==> src/rtl/rf_wb_arbiter_if.sv <==
// Write-back bus bundle: execute-pipe request (A), long-latency request (B) and registered register-file write port.
interface rf_wb_arbiter_if;
  logic        i_a_valid;
  logic        o_a_ready;
  logic [4:0]  i_a_addr;
  logic [63:0] i_a_wdata;
  logic        i_b_valid;
  logic        o_b_ready;
  logic [4:0]  i_b_addr;
  logic [63:0] i_b_wdata;
  logic        o_wen;
  logic [4:0]  o_waddr;
  logic [63:0] o_wdata;

  modport slave (
    input  i_a_valid, i_a_addr, i_a_wdata,
    input  i_b_valid, i_b_addr, i_b_wdata,
    output o_a_ready, o_b_ready,
    output o_wen, o_waddr, o_wdata
  );

  modport master (
    output i_a_valid, i_a_addr, i_a_wdata,
    output i_b_valid, i_b_addr, i_b_wdata,
    input  o_a_ready, o_b_ready,
    input  o_wen, o_waddr, o_wdata
  );
endinterface

==> src/rtl/rf_wb_arbiter.sv <==
// Write-back arbiter (A priority, B forced after STARVE_MAX waits), ready is combinational, write stage is 1 cycle.
// Optional scoreboard/decode stall under RF_SCOREBOARD_EN; otherwise o_busy=0 and o_stall=0.
module rf_wb_arbiter #(
  parameter int STARVE_MAX = 4
) (
  input  logic        clk,
  input  logic        rst,
  rf_wb_arbiter_if.slave bus,
  input  logic        i_issue_valid,
  input  logic [4:0]  i_issue_rd,
  input  logic [4:0]  i_rs1_addr,
  input  logic [4:0]  i_rs2_addr,
  output logic [31:0] o_busy,
  output logic        o_stall
);

  localparam int CW = (STARVE_MAX < 1) ? 1 : $clog2(STARVE_MAX + 1);

  logic [CW-1:0] r_starve_cnt;
  logic          w_force_b;
  logic          w_grant_a;
  logic          w_grant_b;
  logic          r_wen;
  logic [4:0]    r_waddr;
  logic [63:0]   r_wdata;

  assign w_force_b = (r_starve_cnt == CW'(STARVE_MAX));
  assign w_grant_a = bus.i_a_valid & ~(bus.i_b_valid & w_force_b);
  assign w_grant_b = bus.i_b_valid & (~bus.i_a_valid | w_force_b);

  // Readies are masked during reset so nothing is consumed while the write stage is held clear.
  assign bus.o_a_ready = w_grant_a & ~rst;
  assign bus.o_b_ready = w_grant_b & ~rst;

  always_ff @(posedge clk or posedge rst) begin
    if (rst) begin
      r_starve_cnt <= '0;
    end else if (bus.i_b_valid && !w_grant_b) begin
      if (!w_force_b) r_starve_cnt <= r_starve_cnt + 1'b1;
    end else begin
      r_starve_cnt <= '0;
    end
  end

  // Writes to x0 are consumed but never reach the file; address/data then hold.
  always_ff @(posedge clk or posedge rst) begin
    if (rst) begin
      r_wen   <= 1'b0;
      r_waddr <= '0;
      r_wdata <= '0;
    end else begin
      r_wen <= 1'b0;
      if (w_grant_a && bus.i_a_addr != 5'd0) begin
        r_wen   <= 1'b1;
        r_waddr <= bus.i_a_addr;
        r_wdata <= bus.i_a_wdata;
      end else if (w_grant_b && bus.i_b_addr != 5'd0) begin
        r_wen   <= 1'b1;
        r_waddr <= bus.i_b_addr;
        r_wdata <= bus.i_b_wdata;
      end
    end
  end

  assign bus.o_wen   = r_wen;
  assign bus.o_waddr = r_waddr;
  assign bus.o_wdata = r_wdata;

`ifdef RF_SCOREBOARD_EN
  logic [31:0] r_busy;
  logic [31:0] w_set;
  logic [31:0] w_clr;
  logic        w_hit1;
  logic        w_hit2;

  always_comb begin
    w_set = '0;
    w_clr = '0;
    if (i_issue_valid && i_issue_rd != 5'd0) w_set[i_issue_rd] = 1'b1;
    if (r_wen) w_clr[r_waddr] = 1'b1;
  end

  // Set is OR-ed after the clear so a re-issue in the write cycle keeps the entry pending.
  always_ff @(posedge clk or posedge rst) begin
    if (rst) r_busy <= '0;
    else     r_busy <= ((r_busy & ~w_clr) | w_set) & 32'hFFFF_FFFE;
  end

  assign w_hit1  = r_wen && (r_waddr == i_rs1_addr);
  assign w_hit2  = r_wen && (r_waddr == i_rs2_addr);
  assign o_busy  = r_busy;
  assign o_stall = (r_busy[i_rs1_addr] & ~w_hit1) | (r_busy[i_rs2_addr] & ~w_hit2);
`else
  logic w_unused_sb;
  assign w_unused_sb = ^{i_issue_valid, i_issue_rd, i_rs1_addr, i_rs2_addr};
  assign o_busy  = 32'b0;
  assign o_stall = 1'b0;
`endif

endmodule

==> src/flat_wrapper.sv <==
// flat-port wrapper written by rule: the top's interface ports become plain ports
module rf_wb_arbiter_flat 
#(
  parameter int STARVE_MAX = 4
)
  (clk, rst, i_issue_valid, i_issue_rd, i_rs1_addr, i_rs2_addr, o_busy, o_stall, bus_i_a_valid, bus_i_a_addr, bus_i_a_wdata, bus_i_b_valid, bus_i_b_addr, bus_i_b_wdata, bus_o_a_ready, bus_o_b_ready, bus_o_wen, bus_o_waddr, bus_o_wdata);
  rf_wb_arbiter_if bus_i ();
  input  logic clk;
  input  logic rst;
  input  logic i_issue_valid;
  input  logic [4:0] i_issue_rd;
  input  logic [4:0] i_rs1_addr;
  input  logic [4:0] i_rs2_addr;
  output logic [31:0] o_busy;
  output logic o_stall;
  input wire logic [$bits(bus_i.i_a_valid)-1:0] bus_i_a_valid;
  input wire logic [$bits(bus_i.i_a_addr)-1:0] bus_i_a_addr;
  input wire logic [$bits(bus_i.i_a_wdata)-1:0] bus_i_a_wdata;
  input wire logic [$bits(bus_i.i_b_valid)-1:0] bus_i_b_valid;
  input wire logic [$bits(bus_i.i_b_addr)-1:0] bus_i_b_addr;
  input wire logic [$bits(bus_i.i_b_wdata)-1:0] bus_i_b_wdata;
  output wire logic [$bits(bus_i.o_a_ready)-1:0] bus_o_a_ready;
  output wire logic [$bits(bus_i.o_b_ready)-1:0] bus_o_b_ready;
  output wire logic [$bits(bus_i.o_wen)-1:0] bus_o_wen;
  output wire logic [$bits(bus_i.o_waddr)-1:0] bus_o_waddr;
  output wire logic [$bits(bus_i.o_wdata)-1:0] bus_o_wdata;
  assign bus_i.i_a_valid = bus_i_a_valid;
  assign bus_i.i_a_addr = bus_i_a_addr;
  assign bus_i.i_a_wdata = bus_i_a_wdata;
  assign bus_i.i_b_valid = bus_i_b_valid;
  assign bus_i.i_b_addr = bus_i_b_addr;
  assign bus_i.i_b_wdata = bus_i_b_wdata;
  assign bus_o_a_ready = bus_i.o_a_ready;
  assign bus_o_b_ready = bus_i.o_b_ready;
  assign bus_o_wen = bus_i.o_wen;
  assign bus_o_waddr = bus_i.o_waddr;
  assign bus_o_wdata = bus_i.o_wdata;
  rf_wb_arbiter #(.STARVE_MAX(STARVE_MAX)) u_core (.clk(clk), .rst(rst), .bus(bus_i), .i_issue_valid(i_issue_valid), .i_issue_rd(i_issue_rd), .i_rs1_addr(i_rs1_addr), .i_rs2_addr(i_rs2_addr), .o_busy(o_busy), .o_stall(o_stall));
endmodule
==> config.mk <==
export PLATFORM = sky130hd
export DESIGN_NAME = rf_wb_arbiter_flat
export DESIGN_NICKNAME = d
export VERILOG_FILES = /design/src/rtl/rf_wb_arbiter_if.sv /design/src/rtl/rf_wb_arbiter.sv /design/src/flat_wrapper.sv
export SDC_FILE = /design/constraint.sdc
export NUM_CORES = 1
export LEC_CHECK = 0
export CORE_UTILIZATION = 30
export DETAILED_ROUTE_END_ITERATION = 12
export GPL_ROUTABILITY_DRIVEN = 1
export PLACE_DENSITY = 0.8
export SYNTH_ARGS = -nofsm -noshare
export SYNTH_HDL_FRONTEND = slang
export SYNTH_SLANG_ARGS = --single-unit
==> constraint.sdc <==
create_clock -name clk -period 7.1 [get_ports clk]
set_clock_uncertainty 0.15 [all_clocks]
set_input_delay 1.42 -clock clk [delete_from_list [all_inputs] [get_ports clk]]
set_output_delay 1.42 -clock clk [all_outputs]
set_load 0.03 [all_outputs]
==> run_results.csv, run 1 <==
group,metric,value,unit
layout,n_antenna_cell,0,
route,drtIter0Drc,116,
timing,layout_setup_ws,2.13,ns
timing,hold_viol,0,
critical_path,crit_type,"input pin to output port",
route,vias,3640,
clock_network,cts_resized,0,
place,place_inst,784,
critical_path,crit_required,5.53,ns
place,dp_hpwl,8.22,mm
layout,drive_gt1_frac,0.0570,
place,gp_congestion,0.745,
clock_network,clk_path_buf_depth,2,
synthesis,synth_cell_types,27,
die,chipWidth,113,µm
clock_network,clk_latency,0.32,ns
timing,slew-limit-headroom,0.356,
die,rows,40,
critical_path,crit_path_start,"rst",
clock_network,clock-sinks,73,
synthesis,netlist_instances,429,
critical_path,path_buf_inv,3,
layout,area_growth_syn_to_layout,63.4,%
power_and_ir_drop,powerDensity,220,mW/mm²
die,coreArea,0.0121,mm²
power_and_ir_drop,p_leak,2.56,nW
route,routed_wl,11.1,mm
timing,worst_slew_pin_slew,0.962,ns
critical_path,crit_top_cell,"clkdlybuf4s50_1",
die,die_area,0.0128,mm²
critical_path,reg2reg_from,"u_core.r_starve_cnt[0]",
critical_path,path_cells,"clkdlybuf4s50_1, clkinv_2, and3_1, clkdlybuf4s50_1",
clock_network,cts_hold_buffers,0,
synthesis,avgSynthCellArea,8.66,µm²
critical_path,endpoint_kind,"output port",
timing,drv_slew,0,
critical_path,start_kind,"input pin",
synthesis,yosysWarningCount,0,
critical_path,critPathArrivalTime,3.40,ns
place,port_buffers,213,
global_routing,grt_max_degree,77,
synthesis,ys_ff_latch,73,
die,fp.dieH,113,µm
timing,fin_tns_setup,0,ns
timing,fin_crit,4.97,ns
place,dpl_worst_slack,2.03,ns
timing,clock.fmax,0.201,GHz
die,floorplan.initialDensity,0.308,
power_and_ir_drop,finalPower,1.34,mW
timing,whs,0.311,ns
global_routing,grt_overflow,0,
global_routing,grt_use_total,0.175,
route,dr.pass1.iters,4,
synthesis,ys_seq_area_frac,0.492,
clock_network,cts.reportedPaths.clkPinSlew,0.06,ns
status,outcome,"finished clean",
die,io_pins,263,
critical_path,slowest_stage,"clkdlybuf4s50_1",
route,via_per_inst,4.55,
synthesis,synthesis.area,0.00371,mm²
route,ant_nets,0,
critical_path,crit_family,"buffers and inverters",
worst_hold_path,min_from,"u_core.r_starve_cnt[0]",
timing,fin_crit_sh,0.700,
layout,final_common_cell,"clkdlybuf4s50_1",
critical_path,cpPeakStageDelay,0.60,ns
layout,fin_nets,787,
timing,setup_viol,0,
clock_network,cts_setup_buffers,0,
layout,stdcell_count,800,
clock_network,numCtsBuffers,9,
layout,most-common-layout-cells,"clkdlybuf4s50_1, nand2_1, dfrtp_1",
power_and_ir_drop,ir_drop,0.148,mV
critical_path,worstPathMaxFanout,35,
timing,rsz0062_at_grt,"false",
clock_network,h-tree-depth,3,
worst_hold_path,hp-class,"register to register",
clock_network,clock-root-buffer,"clkbuf_16",
route,drc,0,
clock_network,cts_tree,"yes",
route,wire_per_inst,13.9,µm
job,drv_cap,0,
global_routing,antenna_found_initial,0,
global_routing,grt_pass1_vias,3683,
global_routing,grt_pass1_wl,17.6,mm
## sequential cells by signal, indices dropped and copies added, names as in the netlist
register,count
u_core.r_starve_cnt,3
u_core.bus.o_waddr,5
u_core.bus.o_wen,1
u_core.bus.o_wdata,64
## through the flow
stage,utilization,area (µm²)
global route,0.503,6070
detailed placement,0.478,5770
finish,0.503,6070
global placement,0.478,5770
floorplan,-,3830
CTS,0.503,6070
## per-layer routing
metal,share of wire,global-route usage
met2,0.50,0.317
met5,0,0
met4,0.014,0.0684
met1,0.41,0.198
met3,0.072,0.0439
## logic make-up (layout without fill, tap and decap cells)
logic type	after synthesis	in the layout	synth area share
compound gates	79	79	0.157
other cells	1	33	0.00101
buf+inv	67	238	0.126
mux	1	1	0.00269
flops	73	73	0.492
simple gates	206	206	0.215
fa+ha+maj	2	2	0.00674
## where the power goes
| group | internal (mW) | switching [mW] | leakage (nW) |
|---|---|---|---|
| Combinational | 0.180 | 0.220 | 1.58 |
| Sequential | 0.461 | 0.0249 | 0.834 |
| Clock | 0.280 | 0.168 | 0.142 |
## synth_stat cells, drive strengths merged
cell	count	share of area
a21bo	1	0.0027
a21o	1	0.0020
a21oi	3	0.0040
a31oi	64	0.12
a32oi	3	0.0071
and3	2	0.0034
buf	63	0.12
conb	1	0.0010
dfrtp	73	0.49
ha	2	0.0067
inv	4	0.0040
mux2i	1	0.0027
nand2	130	0.13
nand3	1	0.0013
nor2	71	0.072
o211a	1	0.0027
o211ai	2	0.0091
o21a	2	0.0040
o22a	2	0.0054
or4	2	0.0051
## final cells by class
cell class / instances / area [µm²]
fillers: 1135 / 5990
repair buffers: 218 / 2170
flip-flops and latches: 73 / 1830
inverters: 4 / 16.3
well taps: 168 / 210
clock inverters: 5 / 55.1
clock buffers: 11 / 243
multi-input cells: 321 / 1550
## worst paths after layout
kind | endpoint | slack (ns) | depth (start not counted)
hold reg to reg | u_core.r_starve_cnt[0] | 0.31 | 1
setup / recovery | bus_o_b_ready | 2.13 | 4
max in group asynchronous | u_core.bus.o_wdata[24] | 4.49 | 3
hold / removal | u_core.r_starve_cnt[0] | 0.31 | 1
min in group asynchronous | u_core.r_starve_cnt[1] | 1.35 | 2
setup reg to reg | u_core.bus.o_wdata[3] | 4.46 | 7
## worst reg2reg max path: cells and delay by family (launching register included)
kind                     cells  cell delay (ns)
AO/OA/AOI/OAI                3             1.06
flip-flops                   1             0.40
buffers and inverters        2             0.57
adder cells (fa/ha/maj)      1             0.21
AND/OR/NAND/NOR              1             0.17
No activity file was read; power rests on OpenSTA's default activity.
==> run 2, diff against run 1 <==
Clock period 7.1 ns to 4.6 ns, I/O delays scaled along.
==> run_results.csv, run 2 (synthesis results as in run 1) <==
group,metric,value,unit
status,outcome,"finished clean",
timing,whs,0.339,ns
timing,fin_crit_sh,0.805,
critical_path,crit_required,3.53,ns
layout,n_antenna_cell,0,
die,die_area,0.0128,mm²
layout,utilization,0.504,
power_and_ir_drop,finalPower,2.05,mW
critical_path,start_kind,"input pin",
global_routing,grt_max_degree,77,
die,fp.dieH,113,µm
clock_network,cts_hold_buffers,0,
critical_path,path_cells,"clkdlybuf4s50_1, nand3_1, and3_1, clkdlybuf4s50_1",
clock_network,clock-root-buffer,"clkbuf_16",
critical_path,crit_top_cell,"clkdlybuf4s50_1",
global_routing,grt_pass1_wl,17.2,mm
clock_network,cts_tree,"yes",
die,chipWidth,113,µm
die,rows,40,
route,vias,3681,
critical_path,crit_type,"input pin to output port",
route,wire_per_inst,13.7,µm
layout,fin_nets,789,
route,drc,0,
layout,area_growth_syn_to_layout,63.6,%
clock_network,cts_resized,0,
route,ant_nets,0,
timing,setup_viol,0,
place,port_buffers,213,
timing,worst_slew_pin_slew,0.752,ns
clock_network,clk_latency,0.32,ns
critical_path,worstPathMaxFanout,8,
clock_network,cts.reportedPaths.clkPinSlew,0.06,ns
timing,drv_slew,0,
global_routing,grt_overflow,0,
global_routing,grt_pass1_vias,3611,
worst_hold_path,hp-class,"register to register",
timing,slew-limit-headroom,0.498,
timing,layout_setup_ws,0.899,ns
critical_path,critPathArrivalTime,2.63,ns
die,floorplan.initialDensity,0.308,
place,gp_congestion,0.721,
layout,fillers,1117,
clock_network,clk_path_buf_depth,2,
layout,drive_gt1_frac,0.0552,
timing,fin_tns_setup,0,ns
layout,most-common-layout-cells,"clkdlybuf4s50_1, nand2_1, dfrtp_1",
route,via_per_inst,4.59,
clock_network,clock-sinks,73,
layout,largest_reg_flops,64,
global_routing,antenna_found_initial,0,
place,dp_hpwl,8.29,mm
timing,clock.fmax,0.270,GHz
timing,rsz0062_at_grt,"false",
place,dpl_worst_slack,0.913,ns
timing,hold_viol,0,
global_routing,grt_use_total,0.170,
critical_path,endpoint_kind,"output port",
power_and_ir_drop,p_leak,2.56,nW
route,drtIter0Drc,177,
job,drv_cap,0,
critical_path,slowest_stage,"clkdlybuf4s50_1",
power_and_ir_drop,ir_drop,0.208,mV
critical_path,cpPeakStageDelay,0.68,ns
route,routed_wl,11.0,mm
clock_network,numCtsBuffers,9,
clock_network,cts_setup_buffers,0,
clock_network,h-tree-depth,3,
timing,fin_crit,3.70,ns
die,io_pins,263,
layout,final_common_cell,"clkdlybuf4s50_1",
die,coreArea,0.0121,mm²
power_and_ir_drop,powerDensity,338,mW/mm²
route,dr.pass1.iters,5,
[run 2: stage by stage]
step / instance area [µm²] / std cells
after detailed placement: 5790 / 786
final: 6080 / 802
after CTS: 6080 / 802
after global routing: 6080 / 802
after global placement: 5790 / 786
after floorplan: 3830 / 461
[run 2: metal layers]
metal | vias up | wire length, µm | track usage
met5 | - | 0 | 0
met4 | 0 | 141 | 0.0482
met3 | 11 | 906 | 0.0520
met2 | 174 | 5550 | 0.305
met1 | 1732 | 4380 | 0.194
li1 | 1764 | - | -
[run 2: final cells by class]
type                       instances  area, µm²  share of cell area
clock buffer                      14        254              0.0418
timing repair buffer             220       2180               0.359
inverter                           4       16.3             0.00268
clock inverter                     2       37.5             0.00618
multi-input combinational        321       1550               0.255
sequential                        73       1830               0.301
tap                              168        210              0.0346
[run 2: final timing paths]
| path | start | to | slack [ns] | cells after the start |
|---|---|---|---|---|
| hold reg to reg | u_core.r_starve_cnt[0] | u_core.r_starve_cnt[0] | 0.34 | 1 |
| hold / removal | u_core.r_starve_cnt[0] | u_core.r_starve_cnt[0] | 0.34 | 1 |
| setup / recovery | bus_i_b_valid | bus_o_a_ready | 0.90 | 4 |
| max in group asynchronous | rst | u_core.bus.o_wdata[10] | 2.49 | 4 |
| setup reg to reg | u_core.r_starve_cnt[0] | u_core.bus.o_wdata[22] | 1.94 | 7 |
| min in group asynchronous | rst | u_core.bus.o_wdata[5] | 0.97 | 3 |
[run 2: power by group]
part           leakage, nW  switching (mW)  internal, mW
registers            0.834          0.0388         0.712
logic                 1.59           0.341         0.279
clock network        0.137           0.246         0.436
[run 2: worst max-delay path: cells and delay by family]
| kind | cells | cell delay (ns) |
|---|---|---|
| simple gates | 2 | 0.43 |
| buf+inv | 2 | 1.27 |
